<file path="src/rtl/arc4_encrypt.sv">
// ============================================================================
// arc4_encrypt : ARC4 encryptor, PT memory -> CT memory via external S memory.
// Optional cycle counter port enabled by ARC4_ENC_CYCLES_EN.  Rev 1.0
// ============================================================================
`default_nettype none

module arc4_encrypt #(
    parameter int KEY_BYTES = 3
) (
    input  logic                   clk,
    input  logic                   rst,
    input  logic                   en,
    output logic                   rdy,
    input  logic [8*KEY_BYTES-1:0] key,
    output logic [7:0]             pt_addr,
    input  logic [7:0]             pt_rddata,
    output logic [7:0]             ct_addr,
    output logic [7:0]             ct_wrdata,
    output logic                   ct_wren,
    output logic [7:0]             s_addr,
    input  logic [7:0]             s_rddata,
    output logic [7:0]             s_wrdata,
    output logic                   s_wren
`ifdef ARC4_ENC_CYCLES_EN
    ,
    output logic [19:0]            cycles
`endif
);

    typedef enum logic [4:0] {
        ST_IDLE, ST_INIT,
        ST_KSA_RI, ST_KSA_WI, ST_KSA_RJ, ST_KSA_WJ, ST_KSA_SI, ST_KSA_SJ,
        ST_LEN_R, ST_LEN_W, ST_LEN_D,
        ST_PRGA_RI, ST_PRGA_WI, ST_PRGA_RJ, ST_PRGA_WJ, ST_PRGA_SI,
        ST_PRGA_SJ, ST_PRGA_RP, ST_PRGA_WP, ST_PRGA_CT,
        ST_DONE
    } state_t;

    state_t                 state_q, state_d;
    logic [7:0]             i_q, i_d, j_q, j_d, k_q, k_d, len_q, len_d;
    logic [7:0]             si_q, si_d, sj_q, sj_d;
    logic [8*KEY_BYTES-1:0] key_q, key_d;
    logic [7:0]             pt_addr_q, pt_addr_d;
    logic [7:0]             ct_addr_q, ct_addr_d, ct_wrdata_q, ct_wrdata_d;
    logic                   ct_wren_q, ct_wren_d;
    logic [7:0]             s_addr_q, s_addr_d, s_wrdata_q, s_wrdata_d;
    logic                   s_wren_q, s_wren_d;

    logic [8*KEY_BYTES-1:0] w_key_rot;
    logic [7:0]             w_key_byte;
    logic [7:0]             w_ksa_j;
    logic [7:0]             w_prga_j;

    // The key register rotates one byte per KSA step, so its top byte is always keybyte[i mod KEY_BYTES].
    generate
        if (KEY_BYTES > 1) begin : g_rot_multi
            assign w_key_rot = {key_q[8*KEY_BYTES-9:0], key_q[8*KEY_BYTES-1 -: 8]};
        end else begin : g_rot_single
            assign w_key_rot = key_q;
        end
    endgenerate

    assign w_key_byte = key_q[8*KEY_BYTES-1 -: 8];
    assign w_ksa_j    = j_q + s_rddata + w_key_byte;
    assign w_prga_j   = j_q + s_rddata;

    assign rdy       = (state_q == ST_IDLE);
    assign pt_addr   = pt_addr_q;
    assign ct_addr   = ct_addr_q;
    assign ct_wrdata = ct_wrdata_q;
    assign ct_wren   = ct_wren_q;
    assign s_addr    = s_addr_q;
    assign s_wrdata  = s_wrdata_q;
    assign s_wren    = s_wren_q;

    always_ff @(posedge clk) begin
        if (rst) begin
            state_q     <= ST_IDLE;
            i_q         <= 8'd0;
            j_q         <= 8'd0;
            k_q         <= 8'd0;
            len_q       <= 8'd0;
            si_q        <= 8'd0;
            sj_q        <= 8'd0;
            key_q       <= '0;
            pt_addr_q   <= 8'd0;
            ct_addr_q   <= 8'd0;
            ct_wrdata_q <= 8'd0;
            ct_wren_q   <= 1'b0;
            s_addr_q    <= 8'd0;
            s_wrdata_q  <= 8'd0;
            s_wren_q    <= 1'b0;
        end else begin
            state_q     <= state_d;
            i_q         <= i_d;
            j_q         <= j_d;
            k_q         <= k_d;
            len_q       <= len_d;
            si_q        <= si_d;
            sj_q        <= sj_d;
            key_q       <= key_d;
            pt_addr_q   <= pt_addr_d;
            ct_addr_q   <= ct_addr_d;
            ct_wrdata_q <= ct_wrdata_d;
            ct_wren_q   <= ct_wren_d;
            s_addr_q    <= s_addr_d;
            s_wrdata_q  <= s_wrdata_d;
            s_wren_q    <= s_wren_d;
        end
    end

    // Each state decides the memory access presented during the following cycle.
    always_comb begin
        state_d     = state_q;
        i_d         = i_q;
        j_d         = j_q;
        k_d         = k_q;
        len_d       = len_q;
        si_d        = si_q;
        sj_d        = sj_q;
        key_d       = key_q;
        pt_addr_d   = pt_addr_q;
        ct_addr_d   = ct_addr_q;
        ct_wrdata_d = ct_wrdata_q;
        ct_wren_d   = 1'b0;
        s_addr_d    = s_addr_q;
        s_wrdata_d  = s_wrdata_q;
        s_wren_d    = 1'b0;

        case (state_q)
            ST_IDLE: begin
                if (en) begin
                    key_d      = key;
                    i_d        = 8'd0;
                    j_d        = 8'd0;
                    k_d        = 8'd0;
                    len_d      = 8'd0;
                    s_addr_d   = 8'd0;
                    s_wrdata_d = 8'd0;
                    s_wren_d   = 1'b1;
                    state_d    = ST_INIT;
                end
            end
            ST_INIT: begin
                if (i_q == 8'hFF) begin
                    i_d      = 8'd0;
                    j_d      = 8'd0;
                    s_addr_d = 8'd0;
                    state_d  = ST_KSA_RI;
                end else begin
                    i_d        = i_q + 8'd1;
                    s_addr_d   = i_q + 8'd1;
                    s_wrdata_d = i_q + 8'd1;
                    s_wren_d   = 1'b1;
                end
            end
            ST_KSA_RI: state_d = ST_KSA_WI;
            ST_KSA_WI: begin
                si_d     = s_rddata;
                j_d      = w_ksa_j;
                s_addr_d = w_ksa_j;
                state_d  = ST_KSA_RJ;
            end
            ST_KSA_RJ: state_d = ST_KSA_WJ;
            ST_KSA_WJ: begin
                s_addr_d   = i_q;
                s_wrdata_d = s_rddata;
                s_wren_d   = 1'b1;
                state_d    = ST_KSA_SI;
            end
            ST_KSA_SI: begin
                s_addr_d   = j_q;
                s_wrdata_d = si_q;
                s_wren_d   = 1'b1;
                state_d    = ST_KSA_SJ;
            end
            ST_KSA_SJ: begin
                key_d = w_key_rot;
                if (i_q == 8'hFF) begin
                    pt_addr_d = 8'd0;
                    state_d   = ST_LEN_R;
                end else begin
                    i_d      = i_q + 8'd1;
                    s_addr_d = i_q + 8'd1;
                    state_d  = ST_KSA_RI;
                end
            end
            ST_LEN_R: state_d = ST_LEN_W;
            ST_LEN_W: begin
                len_d       = pt_rddata;
                ct_addr_d   = 8'd0;
                ct_wrdata_d = pt_rddata;
                ct_wren_d   = 1'b1;
                state_d     = ST_LEN_D;
            end
            ST_LEN_D: begin
                if (len_q == 8'd0) begin
                    state_d = ST_DONE;
                end else begin
                    i_d      = 8'd1;
                    j_d      = 8'd0;
                    k_d      = 8'd1;
                    s_addr_d = 8'd1;
                    state_d  = ST_PRGA_RI;
                end
            end
            ST_PRGA_RI: state_d = ST_PRGA_WI;
            ST_PRGA_WI: begin
                si_d     = s_rddata;
                j_d      = w_prga_j;
                s_addr_d = w_prga_j;
                state_d  = ST_PRGA_RJ;
            end
            ST_PRGA_RJ: state_d = ST_PRGA_WJ;
            ST_PRGA_WJ: begin
                sj_d       = s_rddata;
                s_addr_d   = i_q;
                s_wrdata_d = s_rddata;
                s_wren_d   = 1'b1;
                state_d    = ST_PRGA_SI;
            end
            ST_PRGA_SI: begin
                s_addr_d   = j_q;
                s_wrdata_d = si_q;
                s_wren_d   = 1'b1;
                state_d    = ST_PRGA_SJ;
            end
            ST_PRGA_SJ: begin
                // After the swap the two entries hold sj and si, so their sum is unchanged.
                s_addr_d  = si_q + sj_q;
                pt_addr_d = k_q;
                state_d   = ST_PRGA_RP;
            end
            ST_PRGA_RP: state_d = ST_PRGA_WP;
            ST_PRGA_WP: begin
                ct_addr_d   = k_q;
                ct_wrdata_d = pt_rddata ^ s_rddata;
                ct_wren_d   = 1'b1;
                state_d     = ST_PRGA_CT;
            end
            ST_PRGA_CT: begin
                if (k_q == len_q) begin
                    state_d = ST_DONE;
                end else begin
                    k_d      = k_q + 8'd1;
                    i_d      = i_q + 8'd1;
                    s_addr_d = i_q + 8'd1;
                    state_d  = ST_PRGA_RI;
                end
            end
            ST_DONE: state_d = ST_IDLE;
            default: state_d = ST_IDLE;
        endcase
    end

`ifdef ARC4_ENC_CYCLES_EN
    logic [19:0] cycles_q;

    always_ff @(posedge clk) begin
        if (rst) begin
            cycles_q <= 20'd0;
        end else if (rdy && en) begin
            cycles_q <= 20'd0;
        end else if (!rdy) begin
            cycles_q <= cycles_q + 20'd1;
        end
    end

    assign cycles = cycles_q;
`else
    // Cycle counter not built in this configuration.
`endif

endmodule

`default_nettype wire
</file>
<file path="config.mk">
export PLATFORM = sky130hd
export DESIGN_NAME = arc4_encrypt
export DESIGN_NICKNAME = d
export VERILOG_FILES = /design/src/rtl/arc4_encrypt.sv
export SDC_FILE = /design/constraint.sdc
export NUM_CORES = 1
export LEC_CHECK = 0
export BUFFER_PORTS_ARGS = -buffer_cell sky130_fd_sc_hd__clkbuf_2
export CORE_MARGIN = 3
export CORE_UTILIZATION = 35
export CTS_BUF_LIST = sky130_fd_sc_hd__clkbuf_4 sky130_fd_sc_hd__clkbuf_8
export CTS_CLUSTER_SIZE = 14
export DETAILED_ROUTE_END_ITERATION = 10
export PLACE_DENSITY = 0.58
export SETUP_SLACK_MARGIN = 0.02
export SLEW_MARGIN = 40
export SYNTH_ARGS = -nofsm -noshare
export SYNTH_HDL_FRONTEND = slang
export SYNTH_SLANG_ARGS = --single-unit
</file>
<file path="constraint.sdc">
create_clock -name clk -period 6.87 [get_ports clk]
set_input_delay 1.374 -clock clk [delete_from_list [all_inputs] [get_ports clk]]
set_output_delay 1.374 -clock clk [all_outputs]
set_load 0.02 [all_outputs]
</file>
==> impl_metrics.py, run 1 <==
metrics = {
    "sta": {
        "finalWorstSetupSlack_ns": 2.836,
        "clock.fmax_mhz": 247.9,
        "tightest_slew_ns": 0.8596,
        "hold_viol": 0,
        "fin_crit_ns": 4.034,
        "final_max_slew_viol_count": 0,
        "clock_skew_ns": 0.01337,
        "maxSlewHeadroom": 0.4231,
        "fin_tns_setup_ns": 0,
        "grt_setup_unrepaired": "no",
        "period_share": 0.5872,
        "setup-violations-final": 0,
        "whs_ns": 0.4570,
    },
    "synth": {
        "ys_seq_area_frac": 0.3655,
        "syn_avg_cell_area_um2": 8.421,
        "yosysWarnings": 0,
        "ys_seq_elements": 119,
        "async_flop_share": 0,
        "postSynthCellCount": 774,
        "synthFlopType": "dfxtp_1",
        "syn_nets": 843,
        "netlist-cell-type-count": 72,
        "synth_area_um2": 6518,
        "synth_edf_count": 0,
    },
    "clock_network": {
        "post-cts-setup-buffers": 0,
        "numCtsBuffers": 17,
        "ctsLongestPathBuffers": 2,
        "htreeDepth": 4,
        "cts.clk_slew.worst_paths_ns": 0.08,
        "cts_repair_resize_count": 0,
        "cts_tree": "done",
        "root_buffer": "clkbuf_8",
        "worstSkewPairLatency_ns": 0.47,
        "cts.sinks": 119,
        "ctsHoldBuffers": 0,
    },
    "cells_and_area": {
        "antennaDiodeCount": 0,
        "post-route-util": 0.4135,
        "final_cells": 1082,
        "synthToLayoutAreaGrowth_pct": 15.13,
        "drive_gt1_frac": 0.1735,
        "nets": 909,
    },
    "route": {
        "post_drt_wl_per_cell_um": 17.81,
        "drtIter0Drc": 571,
        "dr_total_vias": 6017,
        "avgViaCountPerCell": 5.561,
        "drc": 0,
        "routed_wl_mm": 19.27,
        "final_antenna_net_count": 0,
        "drtPass1Iterations": 7,
    },
    "die": {
        "start_util": 0.3591,
        "rows": 49,
        "core_region_area_um2": 18150,
        "die_h_um": 142.5,
        "dieArea_um2": 20290,
        "die_w_um": 142.5,
        "io_pins": 86,
    },
    "critical_path": {
        "worst_ep_required_time_ns": 7.24,
        "path_cells": "clkbuf_2 -> ha_1 -> inv_1 -> fa_1 -> nor2b_1 -> o21ai_0 -> a21oi_1 -> ha_1 -> nor3_1 -> nor2_1 -> a31o_2 -> xnor2_1 -> or3_1 -> mux2_2 -> a311oi_1",
        "critical_path_class": "primary input to register",
        "crit_fanout": 6,
        "cp_common_cell": "ha_1",
        "crit_path_start_kind": "primary input",
        "crit_arrival_ns": 4.41,
        "end_kind": "register",
        "crit_slowest_cell": "fa_1",
        "cp_slowest_stage_delay_ns": 0.41,
    },
    "global_route": {
        "grt_overflow": 0,
        "antenna_found_initial": 0,
        "grt_pass1_wl_mm": 30.97,
        "track_usage": 0.1943,
        "grt_max_degree": 88,
        "grt_pass1_vias": 5618,
    },
    "placement": {
        "globalplace.congestion": 0.8774,
        "numPlacedInstances": 1050,
        "post-place-ws_ns": 2.387,
        "post-dp-hpwl_mm": 13.89,
        "port_buffers": 85,
    },
    "power": {
        "power_density_nw_per_um2": 247.6,
        "peakVddDrop_uv": 139.3,
        "total_leakage_power_uw": 0.002816,
    },
    "outcome": {
        "status": "finished, final reports clean",
    },
    "job": {
        "cap_violations": 0,
    },
    "hold_path": {
        "hold_class": "register to register",
    },
}
==> cells by family (layout without fill, tap and decap cells) <==
family | after synthesis | after routing | share of synthesized area
buffers and inverters | 59 | 138 | 0.04031
multiplexers | 35 | 35 | 0.05395
flip-flops | 119 | 119 | 0.3655
AO/OA/AOI/OAI | 212 | 212 | 0.2248
adder cells (fa/ha/maj) | 26 | 26 | 0.05337
AND/OR/NAND/NOR | 282 | 282 | 0.2070
XOR/XNOR | 41 | 41 | 0.05510
==> where the power goes <==
part / switching [uW] / total [uW] / internal [uW]
combinational: 263 / 410 / 148
clock: 319 / 663 / 344
sequential: 53.8 / 785 / 731
total: 635 / 1860 / 1220
==> flip-flops by register name, summed over array words and instances, names as in the netlist <==
| name | flops |
|---|---|
| i_q | 8 |
| si_q | 8 |
| j_q | 8 |
| len_q | 8 |
| key_q | 24 |
| s_wrdata | 8 |
| ct_addr | 8 |
| s_wren | 1 |
| sj_q | 8 |
| pt_addr | 8 |
| s_addr | 8 |
| ct_wrdata | 8 |
| ct_wren | 1 |
| state_q | 5 |
| k_q | 8 |
==> path summary, 6_finish.rpt <==
check | endpoint | start | slack [ns] | cells past startpoint
setup / recovery | s_addr[7] | s_rddata[0] | 2.84 | 15
hold / removal | s_addr[0] | s_addr[0] | 0.46 | 2
setup reg to reg | s_addr[6] | state_q[0] | 3.51 | 8
hold reg to reg | s_addr[0] | s_addr[0] | 0.46 | 2
==> critical path: cells and delay by family <==
kind	cells	cell delay (ns)
AO/OA/AOI/OAI	4	0.78
XOR/XNOR	1	0.12
adder cells (fa/ha/maj)	3	0.92
buffers and inverters	2	0.21
multiplexers	1	0.28
AND/OR/NAND/NOR	4	0.72
==> layout by cell type (no fill, tap or decap), drive strengths merged, types with 8 or more instances in the layout <==
master and instances:
nand3 20, clkbuf 103, xnor2 30, a22oi 34
nand4 9, a211oi 30, ha 23, inv 16
a222oi 11, buf 8, nor2 113, o21ai 34
nor3 21, nand2 72, xor2 11, mux2i 34
dfxtp 119, a21oi 52, nor3b 10, a221oi 9
==> cells in the mapped netlist (5+ instances only) <==
master	n	share of area
dfxtp_1	119	0.37
nor2_1	111	0.064
nand2_1	71	0.041
a21oi_1	51	0.039
a22oi_1	34	0.039
mux2i_1	34	0.052
o21ai_0	32	0.025
xnor2_1	30	0.040
a211oi_1	29	0.033
clkbuf_1	25	0.014
ha_1	23	0.044
nand3_1	19	0.015
nor3_1	17	0.013
buf_2	15	0.012
inv_1	14	0.0081
a222oi_1	11	0.017
xor2_1	11	0.015
a221oi_1	9	0.012
nand4_1	9	0.0086
nor3b_1	7	0.0081
and3_1	6	0.0058
nand2b_1	6	0.0058
nor2b_1	6	0.0058
a221o_1	5	0.0077
or3_1	5	0.0048
==> metal layers <==
metal  track usage  part of all wire  vias to the layer above
met5             0                 0                        -
met1        0.2777              0.47                     2859
met4       0.05903             0.011                        0
met3       0.03965             0.052                       15
met2        0.2953              0.47                      170
li1              -                 -                     2973
==> cell type report <==
type / count / area, um^2
Clock buffer: 19 / 261.5
Sequential cell: 119 / 2382
Timing Repair Buffer: 92 / 484.2
Clock inverter: 13 / 146.4
Multi-Input combinational cell: 596 / 3890
Inverter: 14 / 52.55
Fill cell: 1862 / 10640
Tap cell: 229 / 286.5
==> metrics by stage <==
stage	total power [uW]	cell area (um^2)
floorplan	1084	6518
global placement	1205	7087
detailed placement	1205	7096
CTS	1872	7503
global route	1958	7503
finish	1858	7503
Power figures use the tool's default switching activity.
==> inputs of run 2 (changes only) <==
- PLACE_DENSITY: 0.58 -> 0.6
- clock period: 6.87 -> 3.7 ns (I/O delays scaled with it)
==> impl_metrics.py, run 2 (synthesized netlist as in run 1, its figures left out) <==
metrics = {
    "outcome": {
        "status": "finished, final reports clean",
    },
    "die": {
        "io_pins": 86,
        "die_h_um": 142.5,
        "dieArea_um2": 20290,
        "rows": 49,
        "core_region_area_um2": 18150,
        "start_util": 0.3591,
        "die_w_um": 142.5,
    },
    "cells_and_area": {
        "top_register": "key_q",
        "final_common_cell": "dfxtp_1",
        "largest_reg_flops": 24,
        "synthToLayoutAreaGrowth_pct": 18.31,
        "nets": 935,
        "antennaDiodeCount": 0,
        "drive_gt1_frac": 0.1980,
        "layout_common_cells": "119 x dfxtp_1, 110 x nor2_1, 84 x clkbuf_2, 71 x nand2_1, 51 x a21oi_1",
        "final_cells": 1108,
    },
    "critical_path": {
        "crit_arrival_ns": 3.75,
        "end_kind": "register",
        "startpoint": "s_rddata[0]",
        "crit_fanout": 2,
        "reg2reg_depth": 14,
        "crit_path_start_kind": "primary input",
        "critical_path_class": "primary input to register",
        "worst_ep_required_time_ns": 4.05,
        "reg2reg_from": "j_q[0]",
    },
    "clock_network": {
        "post-cts-setup-buffers": 0,
        "ctsLongestPathBuffers": 2,
        "worstSkewPairLatency_ns": 0.44,
        "cts_tree": "done",
        "htreeDepth": 4,
        "root_buffer": "clkbuf_8",
        "cts.sinks": 119,
        "cts_repair_resize_count": 0,
        "numCtsBuffers": 17,
        "cts.clk_slew.worst_paths_ns": 0.07,
        "ctsHoldBuffers": 0,
    },
    "global_route": {
        "grt_pass1_vias": 5703,
        "track_usage": 0.1922,
        "antenna_found_initial": 0,
        "grt_overflow": 0,
        "grt_max_degree": 66,
        "grt_pass1_wl_mm": 30.99,
    },
    "route": {
        "drtPass1Iterations": 8,
        "drc": 0,
        "avgViaCountPerCell": 5.543,
        "routed_wl_mm": 19.53,
        "dr_total_vias": 6142,
        "post_drt_wl_per_cell_um": 17.63,
        "final_antenna_net_count": 0,
        "drtIter0Drc": 621,
    },
    "sta": {
        "fin_tns_setup_ns": 0,
        "clock.fmax_mhz": 293.8,
        "tightest_slew_ns": 0.7901,
        "period_share": 0.9198,
        "setup-violations-final": 0,
        "finalWorstSetupSlack_ns": 0.2967,
        "maxSlewHeadroom": 0.4657,
        "final_max_slew_viol_count": 0,
        "grt_setup_unrepaired": "no",
        "clock_skew_ns": 0.01286,
        "whs_ns": 0.4580,
        "fin_crit_ns": 3.403,
        "hold_viol": 0,
    },
    "power": {
        "peakVddDrop_uv": 283.2,
        "totalPowerFinal_uw": 3525,
        "power_density_nw_per_um2": 457.1,
        "total_leakage_power_uw": 0.002945,
    },
    "placement": {
        "post-place-ws_ns": -0.1168,
        "numPlacedInstances": 1076,
        "post-dp-hpwl_mm": 14.18,
        "globalplace.congestion": 0.9134,
        "port_buffers": 85,
    },
    "hold_path": {
        "hold_path_depth": 2,
        "hold_class": "register to register",
        "hold_path_startpoint": "s_wrdata[1]",
    },
    "job": {
        "cap_violations": 0,
    },
}
## run 2: cell count changes in the layout (fill, tap and decap cells not counted), sizes merged
cell and delta:
bufinv +1, buf +26, clkinvlp +2, clkbuf -1, clkinv -2
## run 2: worst paths after layout
| kind | to | slack (ns) |
|---|---|---|
| worst max-delay path | s_addr[7] | 0.30 |
| worst max register to register | s_addr[7] | 0.39 |
| worst min register to register | s_wrdata[1] | 0.46 |
| worst min-delay path | s_wrdata[1] | 0.46 |
## run 2: metal layers
| metal | global-route usage | vias up | share of wire |
|---|---|---|---|
| li1 | - | 3016 | - |
| met1 | 0.2674 | 2926 | 0.46 |
| met2 | 0.3049 | 179 | 0.47 |
| met3 | 0.03999 | 21 | 0.057 |
| met4 | 0.04902 | 0 | 0.015 |
| met5 | 0 | - | 0 |
## run 2: layout make-up
type	count	area, um^2
fillers	1866	10440
multi-input cells	596	3892
flip-flops and latches	119	2382
repair buffers	118	675.6
well taps	229	286.5
clock buffers	18	247.7
clock inverters	14	173.9
inverters	14	52.55
## run 2: where the power goes
group | internal (uW) | switching (uW)
sequential | 1360 | 78.7
clock | 687 | 566
combinational | 312 | 523
## run 2: through the flow
| step | util | instance area, um^2 |
|---|---|---|
| detailed placement | 0.4017 | 7289 |
| finish | 0.4249 | 7711 |
| CTS | 0.4249 | 7711 |
| global route | 0.4249 | 7711 |
| global placement | 0.4013 | 7282 |
| floorplan | - | 6518 |
## run 2: critical path: stages
cell and delay, ns:
clkbuf_2 0.14, ha_1 0.21, inv_1 0.06, fa_1 0.38, nor2b_1 0.16, o21ai_0 0.09
a21oi_1 0.20, ha_1 0.29, nor3_1 0.20, nor2_1 0.07, a31o_2 0.25, xnor2_1 0.13
or3_1 0.30, mux2_2 0.28, a311oi_1 0.26
